<file path="src/rtl/cam_insert_ctrl_pkg.sv">
// cam_insert_ctrl_pkg
//   Shared definitions for the CAM insert/delete front-end.
//   - CAM_ST_*: response status codes returned on resp_status.
//   - state_t : 3-bit controller state encoding.
package cam_insert_ctrl_pkg;

  localparam logic [1:0] CAM_ST_OK       = 2'd0;
  localparam logic [1:0] CAM_ST_EXISTS   = 2'd1;
  localparam logic [1:0] CAM_ST_FULL     = 2'd2;
  localparam logic [1:0] CAM_ST_NOTFOUND = 2'd3;

  typedef enum logic [2:0] {
    ST_IDLE   = 3'd0,
    ST_LOOKUP = 3'd1,
    ST_DECIDE = 3'd2,
    ST_ISSUE  = 3'd3,
    ST_WAIT   = 3'd4,
    ST_RESP   = 3'd5
  } state_t;

endpackage

</file>
<file path="src/rtl/cam_insert_ctrl_priority_encoder.sv">
// priority_encoder
//   Combinational priority encoder.
//   Ports:
//     input_unencoded  in   WIDTH          request vector
//     output_valid     out  1              any bit set
//     output_encoded   out  clog2(WIDTH)   index of winning bit (0 when none set)
//   LSB_PRIORITY "HIGH" makes the lowest set index win, otherwise the highest.
module priority_encoder #(
  parameter int WIDTH        = 4,
  parameter     LSB_PRIORITY = "LOW"
) (
  input  logic [WIDTH-1:0]         input_unencoded,
  output logic                     output_valid,
  output logic [$clog2(WIDTH)-1:0] output_encoded
);

  always_comb begin
    output_valid   = |input_unencoded;
    output_encoded = '0;
    if (LSB_PRIORITY == "HIGH") begin
      // Scan downwards so the lowest set bit is the last (winning) assignment.
      for (int i = WIDTH - 1; i >= 0; i--) begin
        if (input_unencoded[i]) output_encoded = i[$clog2(WIDTH)-1:0];
      end
    end else begin
      for (int i = 0; i < WIDTH; i++) begin
        if (input_unencoded[i]) output_encoded = i[$clog2(WIDTH)-1:0];
      end
    end
  end

endmodule

</file>
<file path="src/rtl/cam_insert_ctrl.sv">
// cam_insert_ctrl
//   Insert/delete request front-end for the block-RAM CAM. A request is looked up on
//   the CAM compare port; inserts allocate the lowest free entry, deletes target the
//   matching entry. The CAM write port is driven for confirmed writes and a status
//   (OK / EXISTS / FULL / NOTFOUND) plus address is returned on the response channel.
//   Ports:
//     clk, rst                          clock, synchronous active-high reset
//     req_data/req_delete/req_valid/req_ready      request channel
//     resp_addr/resp_status/resp_valid/resp_ready  response channel
//     entry_count                       number of occupied entries (0..N)
//     cam_write_addr/data/delete/enable CAM write port (enable is a 1-cycle strobe)
//     cam_write_busy                    CAM busy (init and writes)
//     cam_compare_data                  CAM search key
//     cam_match/cam_match_addr          CAM search result
module cam_insert_ctrl
  import cam_insert_ctrl_pkg::*;
#(
  parameter int DATA_WIDTH  = 64,
  parameter int ADDR_WIDTH  = 5,
  parameter int CMP_LATENCY = 1
) (
  input  logic                  clk,
  input  logic                  rst,
  input  logic [DATA_WIDTH-1:0] req_data,
  input  logic                  req_delete,
  input  logic                  req_valid,
  output logic                  req_ready,
  output logic [ADDR_WIDTH-1:0] resp_addr,
  output logic [1:0]            resp_status,
  output logic                  resp_valid,
  input  logic                  resp_ready,
  output logic [ADDR_WIDTH:0]   entry_count,
  output logic [ADDR_WIDTH-1:0] cam_write_addr,
  output logic [DATA_WIDTH-1:0] cam_write_data,
  output logic                  cam_write_delete,
  output logic                  cam_write_enable,
  input  logic                  cam_write_busy,
  output logic [DATA_WIDTH-1:0] cam_compare_data,
  input  logic                  cam_match,
  input  logic [ADDR_WIDTH-1:0] cam_match_addr
);

  localparam int N     = 2 ** ADDR_WIDTH;
  localparam int CW    = ADDR_WIDTH + 1;
  localparam int CNT_W = $clog2(CMP_LATENCY + 1);

  state_t                state_q, state_d;
  logic [DATA_WIDTH-1:0] cmp_data_q, cmp_data_d;
  logic                  del_q, del_d;
  logic [CNT_W-1:0]      lat_cnt_q, lat_cnt_d;
  logic                  match_q, match_d;
  logic [ADDR_WIDTH-1:0] match_addr_q, match_addr_d;
  logic [ADDR_WIDTH-1:0] wr_addr_q, wr_addr_d;
  logic [DATA_WIDTH-1:0] wr_data_q, wr_data_d;
  logic                  wr_del_q, wr_del_d;
  logic                  wait_first_q, wait_first_d;
  logic [N-1:0]          bitmap_q, bitmap_d;
  logic [CW-1:0]         count_q, count_d;
  logic [ADDR_WIDTH-1:0] resp_addr_q, resp_addr_d;
  logic [1:0]            resp_status_q, resp_status_d;

  logic                  free_valid;
  logic [ADDR_WIDTH-1:0] free_addr;

  // Lowest clear occupancy bit is the next allocation; no valid bit means full.
  priority_encoder #(
    .WIDTH        (N),
    .LSB_PRIORITY ("HIGH")
  ) u_alloc_enc (
    .input_unencoded (~bitmap_q),
    .output_valid    (free_valid),
    .output_encoded  (free_addr)
  );

  assign resp_valid       = (state_q == ST_RESP);
  assign req_ready        = (state_q == ST_IDLE) & ~cam_write_busy & ~resp_valid;
  assign cam_write_enable = (state_q == ST_ISSUE);
  assign resp_addr        = resp_addr_q;
  assign resp_status      = resp_status_q;
  assign entry_count      = count_q;
  assign cam_write_addr   = wr_addr_q;
  assign cam_write_data   = wr_data_q;
  assign cam_write_delete = wr_del_q;
  assign cam_compare_data = cmp_data_q;

  always_comb begin
    state_d       = state_q;
    cmp_data_d    = cmp_data_q;
    del_d         = del_q;
    lat_cnt_d     = lat_cnt_q;
    match_d       = match_q;
    match_addr_d  = match_addr_q;
    wr_addr_d     = wr_addr_q;
    wr_data_d     = wr_data_q;
    wr_del_d      = wr_del_q;
    wait_first_d  = wait_first_q;
    bitmap_d      = bitmap_q;
    count_d       = count_q;
    resp_addr_d   = resp_addr_q;
    resp_status_d = resp_status_q;

    case (state_q)
      ST_IDLE: begin
        if (req_valid && req_ready) begin
          cmp_data_d = req_data;
          del_d      = req_delete;
          lat_cnt_d  = '0;
          state_d    = ST_LOOKUP;
        end
      end
      ST_LOOKUP: begin
        // The CAM result becomes valid CMP_LATENCY cycles after the key changes;
        // it is sampled one cycle later still so the registered CAM output is settled.
        if (lat_cnt_q == CNT_W'(CMP_LATENCY)) begin
          match_d      = cam_match;
          match_addr_d = cam_match_addr;
          state_d      = ST_DECIDE;
        end else begin
          lat_cnt_d = lat_cnt_q + CNT_W'(1);
        end
      end
      ST_DECIDE: begin
        if (!del_q) begin
          if (match_q) begin
            resp_status_d = CAM_ST_EXISTS;
            resp_addr_d   = match_addr_q;
            state_d       = ST_RESP;
          end else if (!free_valid) begin
            resp_status_d = CAM_ST_FULL;
            resp_addr_d   = '0;
            state_d       = ST_RESP;
          end else begin
            wr_addr_d = free_addr;
            wr_data_d = cmp_data_q;
            wr_del_d  = 1'b0;
            state_d   = ST_ISSUE;
          end
        end else begin
          if (match_q) begin
            wr_addr_d = match_addr_q;
            wr_data_d = cmp_data_q;
            wr_del_d  = 1'b1;
            state_d   = ST_ISSUE;
          end else begin
            resp_status_d = CAM_ST_NOTFOUND;
            resp_addr_d   = '0;
            state_d       = ST_RESP;
          end
        end
      end
      ST_ISSUE: begin
        wait_first_d = 1'b1;
        state_d      = ST_WAIT;
      end
      ST_WAIT: begin
        // Busy only rises the cycle after the strobe, so the first WAIT cycle is skipped.
        wait_first_d = 1'b0;
        if (!wait_first_q && !cam_write_busy) begin
          bitmap_d[wr_addr_q] = ~wr_del_q;
          count_d             = wr_del_q ? (count_q - CW'(1)) : (count_q + CW'(1));
          resp_status_d       = CAM_ST_OK;
          resp_addr_d         = wr_addr_q;
          state_d             = ST_RESP;
        end
      end
      ST_RESP: begin
        if (resp_ready) state_d = ST_IDLE;
      end
      default: state_d = ST_IDLE;
    endcase
  end

  always_ff @(posedge clk) begin
    if (rst) begin
      state_q       <= ST_IDLE;
      cmp_data_q    <= '0;
      del_q         <= 1'b0;
      lat_cnt_q     <= '0;
      match_q       <= 1'b0;
      match_addr_q  <= '0;
      wr_addr_q     <= '0;
      wr_data_q     <= '0;
      wr_del_q      <= 1'b0;
      wait_first_q  <= 1'b0;
      bitmap_q      <= '0;
      count_q       <= '0;
      resp_addr_q   <= '0;
      resp_status_q <= '0;
    end else begin
      state_q       <= state_d;
      cmp_data_q    <= cmp_data_d;
      del_q         <= del_d;
      lat_cnt_q     <= lat_cnt_d;
      match_q       <= match_d;
      match_addr_q  <= match_addr_d;
      wr_addr_q     <= wr_addr_d;
      wr_data_q     <= wr_data_d;
      wr_del_q      <= wr_del_d;
      wait_first_q  <= wait_first_d;
      bitmap_q      <= bitmap_d;
      count_q       <= count_d;
      resp_addr_q   <= resp_addr_d;
      resp_status_q <= resp_status_d;
    end
  end

endmodule

</file>
<file path="config.mk">
export PLATFORM = sky130hd
export DESIGN_NAME = cam_insert_ctrl
export DESIGN_NICKNAME = d
export VERILOG_FILES = /design/src/rtl/cam_insert_ctrl_pkg.sv /design/src/rtl/cam_insert_ctrl_priority_encoder.sv /design/src/rtl/cam_insert_ctrl.sv
export SDC_FILE = /design/constraint.sdc
export NUM_CORES = 1
export LEC_CHECK = 0
export ABC_CLOCK_PERIOD_IN_PS = 2100
export CORE_MARGIN = 5
export CORE_UTILIZATION = 30
export DETAILED_ROUTE_END_ITERATION = 10
export GPL_ROUTABILITY_DRIVEN = 0
export PLACE_DENSITY = 0.67
export SLEW_MARGIN = 25
export SYNTH_ARGS = -nofsm -noshare
export SYNTH_HDL_FRONTEND = slang
export SYNTH_SLANG_ARGS = --single-unit
</file>
<file path="constraint.sdc">
create_clock -name clk -period 2.1 [get_ports clk]
set_clock_uncertainty 0.05 [all_clocks]
set_input_delay 0.42 -clock clk [delete_from_list [all_inputs] [get_ports clk]]
set_output_delay 0.42 -clock clk [all_outputs]
set_load 0.02 [all_outputs]
</file>
---- Yosys cells after proc, flatten, opt, wreduce, memory -nomap -nowiden ----
Cells that the tools add are included.
W data, S select, Z words.
cells by class
  add/sub/neg operators ................... 3
  magnitude comparators ................... 2
  equality and inequality tests ........... 13
  mux-type cells .......................... 73
  bitwise gates (word level) .............. 6
  reduce and logical (&&, ||, !) cells .... 18
operators by type and width
  operator               count
  $mux W64               4
  $mux W5                41
  $bwmux W32             1
  $not A32 Y32           1
  $reduce_or A32 Y1      1
  $mux W3                8
  $pmux W3 S6            1
  $reduce_and A4 Y1      3
  $mux W2                5
  $pmux W5 S2            1
  $reduce_and A2 Y1      4
  $reduce_bool A2 Y1     4
  $mux W1                7
  $add A6 B1 Y6 const B  1
  $eq A3 B2 Y1 const B   2
  $eq A3 B3 Y1 const B   2
  $lt A5 B6 Y1 const B   1
  $mux W6                1
  $ne A2 B1 Y1 const B   3
  $ne A2 B2 Y1 const B   3
  $sub A6 B1 Y6 const B  1
  $demux W1 S5           1
  $ge A5 B1 Y1 const B   1
  $ne A4 B4 Y1 const B   1
  other kinds (10)       17
storage, ports and cells
  flip-flop bits (word level) ............. 191
  output and inout bits ................... 150

---- Logic depth before layout (Yosys ltp) ----
  depth in word-level cells ............... 36
  mapped depth ............................ 8
  mapped depth without buffers ............ 7

---- Hierarchy ----
From an unflattened synthesis, not the netlist that was laid out.
second synthesis, totals
  cell total of the unflattened synthesis .. 998
  area total of the unflattened synthesis .. 7865.0 sq um
modules (own cells, without submodules)
  module            times used  cells an instance  area each (sq um)  sequential area each (sq um)
  cam_insert_ctrl   1           933                7479.7             3823.7
  priority_encoder  1           65                 385.4              0.0

---- Worst setup path before layout ----
Ideal clock, no wire load.
  kind .................................... register to register
  start ................................... register state_q[0]
  end ..................................... register cmp_data_q[13], in the netlist cam_compare_data[13]
  arrival time ............................ 2.232 ns
  slack ................................... -0.253 ns
  stages on the path, launching flop included .. 8
  path through ............................ dfxtp_1 buf_6 nor4_1 and2_1 clkbuf_1 buf_1 nand2_1 a21oi_1
on the way
  longest elaborated chain between the ends .. 5
ends and longest elaborated chain
  item                                                     RTL line                                      RTL
  start, declared                                          cam_insert_ctrl.sv:47                         state_t state_q, state_d;
  start signal, assigned                                   cam_insert_ctrl.sv:190                        state_q <= state_d;
  $logic_not A3 Y1 / $eq A3 B3 Y1 (equally long branches)  cam_insert_ctrl.sv:76, cam_insert_ctrl.sv:75
  $and A1 B1 Y1 / $not A1 Y1 (equally long branches)       cam_insert_ctrl.sv:76                         assign req_ready = (state_q == ST_IDLE) & ~cam_write_busy & ~resp_valid;
  $and A1 B1 Y1 *                                          cam_insert_ctrl.sv:76
  named net req_ready                                      cam_insert_ctrl.sv:27                         output logic req_ready,
  $logic_and A1 B1 Y1 *                                    cam_insert_ctrl.sv:104                        if (req_valid && req_ready) begin
  $reduce_and A2 Y1 (no line) *                            --
  end signal, assigned                                     cam_insert_ctrl.sv:191                        cmp_data_q <= cmp_data_d;
  end, declared                                            cam_insert_ctrl.sv:48                         logic [DATA_WIDTH-1:0] cmp_data_q, cmp_data_d;
The timed path passes the listed nets; every way through them passes the cells marked *.
A chain may end at the register's enable or synchronous reset.

---- Worst setup path after layout ----
  start ................................... register wr_del_q, in the netlist cam_write_delete
  end ..................................... register count_q[5], in the netlist entry_count[5]
on the way
  longest elaborated chain between the ends .. 1
ends and longest elaborated chain
  item                    RTL line                RTL
  start, declared         cam_insert_ctrl.sv:55   logic wr_del_q, wr_del_d;
  start signal, assigned  cam_insert_ctrl.sv:198  wr_del_q <= wr_del_d;
  $mux W6                 cam_insert_ctrl.sv:160  count_d = wr_del_q ? (count_q - CW'(1)) : (count_q + CW'(1));
  end signal, assigned    cam_insert_ctrl.sv:201  count_q <= count_d;
  end, declared           cam_insert_ctrl.sv:58   logic [CW-1:0] count_q, count_d;
Every way passes these cells.

==> results.md <==
- Antenna violations before repair: 0
- Total of max-cap violations: 0
- Part of the power in registers: 0.481
- Post-Syn Area: 0.00790 mm2
- CTS tree: built
- Max-slew headroom at the worst pin: 0.651
- Y dimension of the die: roughly 170 um
- Startpoint class of the critical path: register
- RSZ-0062 raised after global routing: true
- Wire length of the first global-routing pass: 41,900 um
- Number of cells on the critical path: 6
- Critical-path cell list: ha_1 > o21ai_0 > o21bai_1 > a21oi_2 > mux2i_1 > mux2_2
- Master cell of the clock root buffer: sky130_fd_sc_hd__clkbuf_16
- Achievable frequency: 0.489 GHz
- Final period demand of the worst path: between 2000 and 2500 ps
- Register-to-Register Setup Slack: 50 ps
- Average wire per standard cell: 17.6 um
- Post-synth EDFFs: 0
- Area growth from synthesis to layout: 48.4%
- Type of the most critical hold path: in2reg
- Number of global-route vias before repair: ~7,500
- Final hold violation count: 0
- ANT nets after route: 0
- Share of layout cells above drive strength 1: 0.127
- Worst-Skew Late Latency: between 400 and 500 ps
- Final worst-path cycle share: 0.974
- Fillcell total: 2,545
- Maximum cell stage delay along the critical path: 360 ps
- Setup violations, final: 0
- Leakage Power: 4.02 nW
- Total length of routed wires: between 20,000 and 30,000 um
- Critical Path Fanout Max: 5
- Floorplan die area: 0.0297 mm2
- Pin count of the biggest net entering global routing: 81
- DR DRC count: 0
- Num Clock Sinks: 191
- Top cell family by delay on the critical path: compound AO/OA/AOI/OAI gates
- Die Span X: 172 um
- Storage element area: roughly 0.0038 mm2
- Power density normalized to cell area: 669 mW/mm2
- Synthesis Warnings: 0
- Capture point of the worst path: entry_count[5]
- CTS buffer count: 17
- Share of the yosys chip area belonging to registers: 0.484
- Hold buffer count at CTS: 0
- Most common cell after layout, fill and taps aside: sky130_fd_sc_hd__clkdlybuf4s50_1
- Placed cell count: 1,534
- Seq cells post-synth: 191
- Library cell contributing the largest single delay on the critical path: sky130_fd_sc_hd__dfxtp_2
- Sw Share: 0.272
- Type of the worst setup path: reg2reg
- Final #Nets: around 1,300
- Top-Level Pins: 226
- First element of the critical path: cam_write_delete
- Net count of the mapped netlist: 1,061
- Commonest cells after routing, fill and taps aside: 220 x sky130_fd_sc_hd__clkdlybuf4s50_1, 186 x sky130_fd_sc_hd__a21oi_1, 178 x sky130_fd_sc_hd__dfxtp_1
- Placeable core region: 0.0260 mm2
- Overflow left after global routing: 0
- Data arrival at the endpoint of the critical path: 2310 ps
- Slew of the pin with the lowest slew margin: 510 ps
- Buffer depth of the longest clock path: 2
- Diode insertion count for antenna repair: 0
- Area taken by multi-input logic gates: 0.00374 mm2
- Cell count after synthesis: 980
- Max VDD drop: 0.382 mV
- Number of slew-limit violations in the final report: 0
- Post-synth top flop: sky130_fd_sc_hd__dfxtp_1
- Total internal power: 5.70 mW
- Vias after detailed routing: 8,140
- FP Rows: 59
- Critical R2R Launch: cam_write_delete
- Gate power share: 0.101
- Clock-pin slew on the worst setup and hold paths: 80 ps
- Reg2reg path depth: 6
- Final-layout worst hold slack: 331 ps
- Fraction of synthesis flops using an asynchronous set or reset pin: 0
- Number of buffer and inverter instances along the worst setup path: 0
- NetSw: 2.13 mW
- Total global-route track usage: 0.178
- Via count normalized by instance count: around 5.2
- Endpoint of the lowest-slack register-to-register path: entry_count[5]
- # port buffers: 225
- Final cell count without fillers: 1,575
- H-tree lvl count: 4
- Effective utilization at floorplan: 0.304
- Detailed-routing iteration count for the pre-antenna-repair pass: 5
- Outcome: completed
- Kind of end point of the critical path: register
- Estimated wirelength of the detail-placed design: 19,200 um
- Data required time at the worst endpoint: 2370 ps
- Mapped Avg Cell Area: between 8 and 9 um2
- Number of violations reported at the end of detailed-routing iteration 0: 699
- Number of different library cells in the post-synthesis netlist: 60
- Fraction of power consumed by the clock network: 0.418
## power groups by stage
stage / sequential (mW) / clock [mW] / combinational (mW)
floorplan: 3.92 / 0 / 0.258
global placement: 3.85 / 0 / 0.778
detailed placement: 3.85 / 0 / 0.781
CTS: 3.77 / 3.37 / 0.784
global route: 3.78 / 3.53 / 0.847
finish: 3.77 / 3.28 / 0.788
## synthesized netlist by cell type, drive strengths merged, types with 5 or more instances
library cell  instances  share of area
and4                  6         0.0067
a311oi                9          0.010
nand3                68          0.043
and3                  9         0.0071
dfxtp               191           0.48
clkbuf               62          0.029
and2                  5         0.0040
a21oi               187           0.12
a211oi                6         0.0057
nor3                 11         0.0084
o21ai               107          0.068
nand2               153          0.073
nor2b                 8         0.0063
mux2i                 7         0.0089
or3                  34          0.028
nand4                 9         0.0071
nand3b                6         0.0078
nor2                 23          0.011
inv                  12         0.0057
buf                  19          0.012
## worst min path at each step
stage                       startpoint  cells past startpoint  slack [ps]                    to
finish                             rst                      2         330        entry_count[0]
global route                       rst                      2         350  cam_compare_data[13]
CTS                                rst                      2         320        entry_count[0]
detailed placement  cam_write_data[42]                      2         410    cam_write_data[42]
global placement    cam_write_data[58]                      2         400    cam_write_data[58]
floorplan                    lat_cnt_q                      2         420             lat_cnt_q
## what timing repair did
action	4_1_cts	5_1_grt
setup endpoints to repair	19	59
pin swaps	1	11
resized for setup	8	32
buffers inserted	0	8
gates cloned	0	1
endpoints found under the hold margin	0	0
## through the flow
stage	setup TNS [ps]	worst slack [ps]	utilization	cell area [um2]	total power, mW
detailed placement	-2880	-233	0.423	11000	4.63
CTS	0	10.1	0.446	11600	7.92
finish	0	53.9	0.451	11700	7.84
global placement	-960	-139	0.423	11000	4.63
global route	-76.3	-24.7	0.451	11700	8.16
floorplan	-20.7	-20.7	-	7910	4.18
## state kept, by name (all words and copies together) (netlist names), 2 cells and up
| name | flops |
|---|---|
| resp_addr | 5 |
| resp_status | 2 |
| state_q | 3 |
| match_addr_q | 5 |
| bitmap_q | 32 |
| cam_write_data | 64 |
| cam_write_addr | 5 |
| entry_count | 6 |
| cam_compare_data | 64 |
## kinds of logic after synthesis
family | synth area share
flops | 0.484
xor+xnor | 0.00111
compound gates | 0.231
buf+inv | 0.0474
fa+ha+maj | 0.00887
mux | 0.0103
simple gates | 0.218
## metal layers
layer,GRT usage,part of all wire,vias up
li1,-,-,3973
met1,0.235,0.43,3870
met2,0.290,0.49,260
met3,0.0396,0.060,37
met4,0.0598,0.023,0
met5,0,0,-
## layout make-up
class	count	share of cell area
Sequential cell	191	0.328
Multi-Input combinational cell	696	0.319
Timing Repair Buffer	309	0.263
Clock buffer	18	0.0366
Tap cell	335	0.0358
Clock inverter	14	0.0137
Inverter	12	0.00384
(Power assumes the default switching activity.)
